===== src/rtl/input_event_controller.sv =====
// Debounced multi-channel button interrupt controller with fixed-priority, ack-held irq.
// Optional per-channel auto-repeat is built when INPUT_AUTOREPEAT_EN is defined.
module input_event_controller #(
  parameter int NUM_CH          = 8,
  parameter int DEBOUNCE_CYCLES = 16,
  parameter int ID_W            = (NUM_CH > 1) ? $clog2(NUM_CH) : 1,
  parameter int REPEAT_DELAY    = 2000,
  parameter int REPEAT_PERIOD   = 500
) (
  input  logic              clk,
  input  logic              reset,
  input  logic [NUM_CH-1:0] btn_raw,
  input  logic [NUM_CH-1:0] mask,
  input  logic              irq_ack,
  output logic              irq,
  output logic [ID_W-1:0]   irq_id,
  output logic [NUM_CH-1:0] pending,
  output logic [NUM_CH-1:0] pressed
);

  localparam int CNT_W = $clog2(DEBOUNCE_CYCLES);

  typedef enum logic {IDLE, ASSERT} state_t;

  state_t            state;
  logic [NUM_CH-1:0] s1;
  logic [NUM_CH-1:0] s2;
  logic [NUM_CH-1:0] st;
  logic [NUM_CH-1:0] st_q;
  logic [CNT_W-1:0]  cnt [NUM_CH];
  logic [NUM_CH-1:0] evt;
  logic [NUM_CH-1:0] set_vec;
  logic [NUM_CH-1:0] clr_vec;
  logic [NUM_CH-1:0] elig;
  logic [ID_W-1:0]   sel_id;
  logic              found;

  always_ff @(posedge clk) begin
    if (reset) begin
      s1   <= '0;
      s2   <= '0;
      st   <= '0;
      st_q <= '0;
      for (int unsigned i = 0; i < NUM_CH; i++) cnt[i] <= '0;
    end else begin
      s1   <= btn_raw;
      s2   <= s1;
      st_q <= st;
      for (int unsigned i = 0; i < NUM_CH; i++) begin
        if (s2[i] == st[i]) begin
          cnt[i] <= '0;
        end else if (cnt[i] == CNT_W'(DEBOUNCE_CYCLES - 1)) begin
          st[i]  <= s2[i];
          cnt[i] <= '0;
        end else begin
          cnt[i] <= cnt[i] + CNT_W'(1);
        end
      end
    end
  end

  assign pressed = st;

`ifdef INPUT_AUTOREPEAT_EN
  localparam int RPT_MAX = (REPEAT_DELAY > REPEAT_PERIOD) ? REPEAT_DELAY : REPEAT_PERIOD;
  localparam int RPT_W   = $clog2(RPT_MAX + 1);

  logic [RPT_W-1:0]  rpt_cnt [NUM_CH];
  logic [NUM_CH-1:0] rpt_first;
  logic [NUM_CH-1:0] rpt_evt;

  // rpt_cnt counts cycles since the press (or last repeat); reloading to 1 on a
  // repeat makes the next hit land exactly REPEAT_PERIOD cycles later.
  always_comb begin
    rpt_evt = '0;
    for (int unsigned i = 0; i < NUM_CH; i++) begin
      if (st[i] && rpt_cnt[i] == (rpt_first[i] ? RPT_W'(REPEAT_DELAY) : RPT_W'(REPEAT_PERIOD)))
        rpt_evt[i] = 1'b1;
    end
  end

  always_ff @(posedge clk) begin
    if (reset) begin
      rpt_first <= '1;
      for (int unsigned i = 0; i < NUM_CH; i++) rpt_cnt[i] <= '0;
    end else begin
      for (int unsigned i = 0; i < NUM_CH; i++) begin
        if (!st[i]) begin
          rpt_cnt[i]   <= '0;
          rpt_first[i] <= 1'b1;
        end else if (rpt_evt[i]) begin
          rpt_cnt[i]   <= RPT_W'(1);
          rpt_first[i] <= 1'b0;
        end else begin
          rpt_cnt[i] <= rpt_cnt[i] + RPT_W'(1);
        end
      end
    end
  end

  assign evt = (st & ~st_q) | rpt_evt;
`else
  assign evt = st & ~st_q;
`endif

  assign set_vec = evt & mask;
  assign elig    = pending & mask;

  always_comb begin
    clr_vec = '0;
    if (state == ASSERT && irq_ack) clr_vec[irq_id] = 1'b1;
  end

  always_comb begin
    sel_id = '0;
    found  = 1'b0;
    for (int unsigned i = 0; i < NUM_CH; i++) begin
      if (elig[i] && !found) begin
        sel_id = ID_W'(i);
        found  = 1'b1;
      end
    end
  end

  // A coincident new event on the channel being acked keeps its bit set.
  always_ff @(posedge clk) begin
    if (reset) pending <= '0;
    else       pending <= (pending & ~clr_vec) | set_vec;
  end

  always_ff @(posedge clk) begin
    if (reset) begin
      state  <= IDLE;
      irq    <= 1'b0;
      irq_id <= '0;
    end else begin
      case (state)
        IDLE: begin
          if (found) begin
            irq_id <= sel_id;
            irq    <= 1'b1;
            state  <= ASSERT;
          end
        end
        ASSERT: begin
          if (irq_ack) begin
            irq   <= 1'b0;
            state <= IDLE;
          end
        end
        default: begin
          irq   <= 1'b0;
          state <= IDLE;
        end
      endcase
    end
  end

endmodule


===== config.mk =====
export PLATFORM = sky130hd
export DESIGN_NAME = input_event_controller
export DESIGN_NICKNAME = d
export VERILOG_FILES = /design/src/rtl/input_event_controller.sv
export SDC_FILE = /design/constraint.sdc
export NUM_CORES = 1
export LEC_CHECK = 0
export BUFFER_PORTS_ARGS = -buffer_cell sky130_fd_sc_hd__buf_2
export CAP_MARGIN = 5
export CELL_PAD_IN_SITES_DETAIL_PLACEMENT = 0
export CELL_PAD_IN_SITES_GLOBAL_PLACEMENT = 1
export CORE_MARGIN = 2
export CORE_UTILIZATION = 41
export CTS_CLUSTER_DIAMETER = 30
export CTS_CLUSTER_SIZE = 12
export DETAILED_ROUTE_END_ITERATION = 10
export PLACE_DENSITY_LB_ADDON = 0.08
export SLEW_MARGIN = 10
export SYNTH_ARGS = -nofsm -noshare
export SYNTH_HDL_FRONTEND = slang
export SYNTH_SLANG_ARGS = --single-unit
export TNS_END_PERCENT = 10

===== constraint.sdc =====
create_clock -name clk -period 1.6 [get_ports clk]
set_clock_uncertainty 0.15 [all_clocks]
set_input_delay 0 -clock clk [delete_from_list [all_inputs] [get_ports clk]]
set_output_delay 0 -clock clk [all_outputs]
set_load 0.03 [all_outputs]

==> reports/qor.yml, run 1 <==
hold_viol_final: 0
layout_min_cycle_time_ns: 1.579
routed_via_density: 4.516
endpoint_kind: "flip-flop"
drive_above_1_share_pct: 30.32
first_pass_iters: 4
grt_max_degree: 28
fin_cells: 508
drc: 0
critical_path.top_delay_family: "simple AND/OR/NAND/NOR gates"
postSynth.asyncResetShare_pct: 0
cp_max_fo: 4
dp_hpwl_mm: 4.170
path_cells: "ha_2, and3_1, or3_4, nor2_2"
port-buffer-count: 38
numCtsBuffers: 9
worst-path-buf-inv: 0
dieArea_sq_um: 8229
path_class: "reg2reg"
synth_edf_count: 32
whs_ns: 0.2478
maxSlewViolCount: 0
start_kind: "flip-flop"
cts_tree: "built"
critPathSlowestCell: "edfxtp_1"
layout_commonest_cell: "dfxtp_1"
diodes: 0
cts.sinks: 77
dp_slack_ns: -0.05254
syn_to_final_growth_pct: 38.92
place.gp.congestion: 0.7667
die_w_um: 90.72
fp.coreArea_sq_um: 7253
drt_iter0_markers: 54
antenna_found_initial: 0
htree_levels: 3
max_stage_delay_ns: 0.42
rows: 31
fmax_ghz: 0.6334
p_leak_nw: 1.774
grt_pass1_wl_mm: 9.977
max-clock-path-buffers: 2
min_period_over_period_pct: 98.67
clk_pin_slew_worst_paths_ns: 0.08
rsz0062_at_grt: "true"
yosys_warnings: 0
dp_cells: 467
synthCells: 274
start_util_pct: 42.50
synthFlopType: "dfxtp_1"
drt-total-wl_mm: 6.054
dieHeight_um: 90.72
ir_worst_vdd_mv: 0.4249
globalRouteOverflowTotal: 0
hp-class: "in2reg"
setup_viol: 0
wl_per_cell_um: 11.92
final_cell_mix: "dfxtp_1, buf_2, buf_4, edfxtp_1, conb_1"
fin_nets: 431
yosysSeqAreaShare_pct: 60.39
cts-root-buf: "clkbuf_8"
status: "completed"
required_ns: 1.67
clk_latency_ns: 0.35
setup_tns_ns: 0
yosysUniqueCellTypes: 31
grt_usage_pct: 15.63
avgSynthCellArea_sq_um: 11.25
vias: 2294
arrival_ns: 1.65
cap_violations: 0
grt_pass1_vias: 2224
synth_area_sq_um: 3083
p_per_area_nw_per_um2: 918.9
ys_ff_latch: 77
ant_nets: 0
pin_count: 39
final.setup.worst_slack_ns: 0.02126
-- worst reg2reg max path: stages, from the launching register on --
cell and delay [ns]:
edfxtp_1 0.42, ha_2 0.20, and3_1 0.19, or3_4 0.37
nor2_2 0.12
-- synthesized netlist by cell type (all sizes together) (2+ instances only) --
cell	number	area (sq um)
a211oi	2	15.01
a21oi	10	50.05
a22oi	2	15.01
a32o	2	20.02
and3	8	50.05
buf	2	7.510
clkbuf	3	11.26
dfxtp	45	900.9
edfxtp	32	960.9
ha	8	100.1
inv	10	37.54
mux2i	9	90.09
nand2	9	33.78
nand2b	2	12.51
nand3	10	50.05
nand3b	8	60.06
nor2	40	150.1
nor2b	24	150.1
o21ai	7	38.79
o31ai	2	15.01
or3	8	50.05
xnor2	16	140.1
xor2	8	70.07
-- cell type report --
class,instances,area [sq um]
Fill cell,656,2970
Sequential cell,77,1862
Multi-Input combinational cell,213,1396
Timing Repair Buffer,93,658.1
Clock buffer,10,127.6
Tap cell,99,123.9
Clock inverter,6,77.57
Inverter,10,37.54
-- registers in the layout (all words and copies together), names as in the netlist --
| register | cells |
|---|---|
| pending | 8 |
| pressed | 8 |
| cnt | 32 |
| st_q | 8 |
| state | 1 |
| irq_id | 3 |
| s2 | 8 |
| irq | 1 |
| s1 | 8 |
-- cells by family (layout without fill, tap and decap cells) --
logic type      Yosys count  after routing  share of synthesized area, %
other cells               1             32                        0.1216
buf+inv                  15            119                         1.826
mux                       9              9                         2.922
simple gates            110            110                         18.26
xor+xnor                 24             24                         6.818
compound gates           30             30                         6.412
flops                    77             77                         60.39
fa+ha+maj                 8              8                         3.247
-- path summary, 6_finish.rpt --
| path | startpoint | to | slack, ns | cells past startpoint |
|---|---|---|---|---|
| worst min-delay path | btn_raw[1] | s1[1] | 0.25 | 3 |
| worst min register to register | s1[4] | s2[4] | 0.29 | 1 |
| worst max register to register | cnt[1][5] | cnt[1][7] | 0.02 | 4 |
| worst max-delay path | cnt[1][5] | cnt[1][7] | 0.02 | 4 |
-- report_power, final --
part	total [W]	switching, W	internal [W]
Clock	0.00155	0.000688	0.000863
Sequential	0.00213	0.0000334	0.00210
Combinational	0.000252	0.000113	0.000138
-- through the flow --
stage | instance area, sq um | power (W) | utilization (%)
after detailed placement | 3720 | 0.002362 | 51.29
final | 4283 | 0.003935 | 59.05
after CTS | 4203 | 0.003973 | 57.94
after global placement | 3720 | 0.002356 | 51.29
after floorplan | 3199 | 0.002273 | -
after global routing | 4283 | 0.004103 | 59.05
-- routing by layer --
layer  part of all wire (%)  global-route usage [%]
met4                    2.9                   9.359
met5                      0                       0
met2                     46                   25.25
met1                     46                   18.68
met3                    4.7                   4.090
-- repair_timing --
action                                  in CTS  in global routing
resized for setup                           16                 22
hold buffers                                21                  0
pin swaps                                    3                 13
cloned                                       0                  0
endpoints found under the setup margin      32                 36
buffers inserted                             1                  3
endpoints found under the hold margin       29                  0
(Power assumes the default switching activity.)
==> inputs of run 2 (changes only) <==
- CORE_MARGIN: 2 -> 5
==> run 2 against run 1 <==
Compared with the run above:
- register-to-register slack barely moved
- count of clock-buffer cells in the layout did not move
- global-route usage fell by 2.4 points
- cell count did not move
- utilization fell by 0.74 points
- sequential share of layout area rose by 0.32 points
==> reports/qor.yml, run 2 (synthesis gave the netlist of run 1 again) <==
drc: 0  # unchanged
cap_violations: 0  # unchanged
dieHeight_um: 96.72  # +6.6%
clk_pin_slew_worst_paths_ns: 0.08  # about the same
hold_viol_final: 0  # unchanged
fmax_ghz: 0.6365  # +0.48%
antenna_found_initial: 0  # unchanged
fp.coreArea_sq_um: 7292  # +0.53%
syn_to_final_growth_pct: 37.91
numCtsBuffers: 9  # unchanged
start_kind: "flip-flop"
grt_max_degree: 24  # -14%
dieArea_sq_um: 9354  # +14%
grt_pass1_wl_mm: 9.998  # +0.21%
placed_area_sq_um: 3720  # unchanged
stdcell_area_sq_um: 4252  # -0.73%
cts.sinks: 77  # unchanged
status: "completed"
path_class: "reg2reg"
rsz0062_at_grt: "true"
final_cell_mix: "dfxtp_1, buf_2, buf_4, edfxtp_1, conb_1"
drt_iter0_markers: 57  # +5.6%
p_sw_share_pct: 22.15  # +0.94 points
r2r_start: "cnt[0][13]"
ir_worst_vdd_mv: 0.4676  # +10%
ant_nets: 0  # unchanged
p_leak_nw: 1.752  # -1.2%
maxSlewViolCount: 0  # unchanged
cp_max_fo: 4  # unchanged
first_pass_iters: 4  # unchanged
vias: 2288  # -0.26%
die_w_um: 96.72  # +6.6%
fin_nets: 431  # unchanged
rows: 31  # unchanged
grt_pass1_vias: 2206  # -0.81%
routed_via_density: 4.504  # -0.26%
globalRouteOverflowTotal: 0  # unchanged
htree_levels: 3  # unchanged
largest-register: "cnt"
min_from: "btn_raw[7]"
endpoint_kind: "flip-flop"
final.setup.worst_slack_ns: 0.02879  # +0.007526 ns
pin_count: 39  # unchanged
p_per_area_nw_per_um2: 891.9  # -2.9%
dp_cells: 467  # unchanged
wl_per_cell_um: 11.84  # -0.61%
cts_tree: "built"
hp-class: "in2reg"
min_period_over_period_pct: 98.20  # -0.47 points
fin_cells: 508  # unchanged
pwr-share-comb_pct: 6.6  # +0.2 points
start_util_pct: 42.28  # -0.23 points
setup_viol: 0  # unchanged
diodes: 0  # unchanged
required_ns: 1.66  # about the same
arrival_ns: 1.63  # -0.02 ns
place.gp.congestion: 0.8742  # +14%
port-buffer-count: 38  # unchanged
p_int_w: 0.002952  # -4.8%
whs_ns: 0.2492  # +0.001484 ns
dp_slack_ns: -0.06069  # -0.008154 ns
grt_usage_pct: 13.25  # -2.4 points
largest_register_ffs: 32  # unchanged
fin_util_pct: 58.30  # -0.74 points
drive_above_1_share_pct: 28.85  # -1.5 points
max-clock-path-buffers: 2  # unchanged
reg2reg_depth: 4  # unchanged
layout_commonest_cell: "dfxtp_1"
clockPowerShare_pct: 37.2  # -2.2 points
pwr-share-seq_pct: 56.2  # +2.0 points
drt-total-wl_mm: 6.017  # -0.61%
dp_hpwl_mm: 4.247  # +1.9%
layout_min_cycle_time_ns: 1.571  # -0.007526 ns
hold_path_depth: 3  # unchanged
cp-startpoint: "cnt[0][13]"
cts-root-buf: "clkbuf_8"
power.switching_w: 0.0008397  # +0.60%
clk_latency_ns: 0.34  # about the same
-- run 2: cell count changes in the layout (fill, tap and decap cells not counted), sizes merged --
cell	previous run	this run
clkinv	4	1
buf	71	72
dlygate4sd3	21	20
bufinv	2	1
clkinvlp	0	4
-- run 2: final timing paths --
kind / to / slack (ns)
max: cnt[0][15] / 0.03
min: s1[7] / 0.25
max reg2reg: cnt[0][15] / 0.03
min reg2reg: s2[5] / 0.29
-- run 2: cell type report --
type / count / area, sq um
multi-input combinational: 213 / 1381
inverter: 10 / 37.54
tap: 99 / 123.9
clock inverter: 6 / 63.81
timing repair buffer: 93 / 655.6
sequential: 77 / 1862
fill: 692 / 3040
clock buffer: 10 / 127.6
-- run 2: timing repair --
item | CTS | global route
pin swaps | 1 | 10
endpoints found under the setup margin | 32 | 32
hold endpoints to repair | 26 | 0
hold buffers | 20 | 0
resized for setup | 17 | 14
buffers inserted | 1 | 4
-- run 2: critical path, stage by stage (launching register included) --
cell,delay [ns]
edfxtp_1,0.43
ha_2,0.20
and3_1,0.19
or3_4,0.36
nor2_1,0.11
-- run 2: through the flow --
stage / TNS (ns) / total power, W
final: 0 / 0.003792
after floorplan: 0 / 0.002273
after global placement: -0.02231 / 0.002359
after global routing: -0.07167 / 0.003965
after CTS: -0.00005240 / 0.003828
after detailed placement: -0.4567 / 0.002363
-- run 2: power by group through the flow --
stage / clock network [W] / logic [W] / registers [W]
after floorplan: 0 / 0.000102 / 0.00217
after global placement: 0 / 0.000185 / 0.00217
after detailed placement: 0 / 0.000187 / 0.00218
after CTS: 0.00146 / 0.000235 / 0.00213
after global routing: 0.00155 / 0.000280 / 0.00214
final: 0.00141 / 0.000249 / 0.00213
-- run 2: layer usage --
layer,up-vias,wire [um],global-route usage [%]
met5,-,0,0
met4,0,86,6.911
met3,9,274,3.957
met2,35,2884,20.17
met1,1069,2772,16.98
li1,1175,-,-
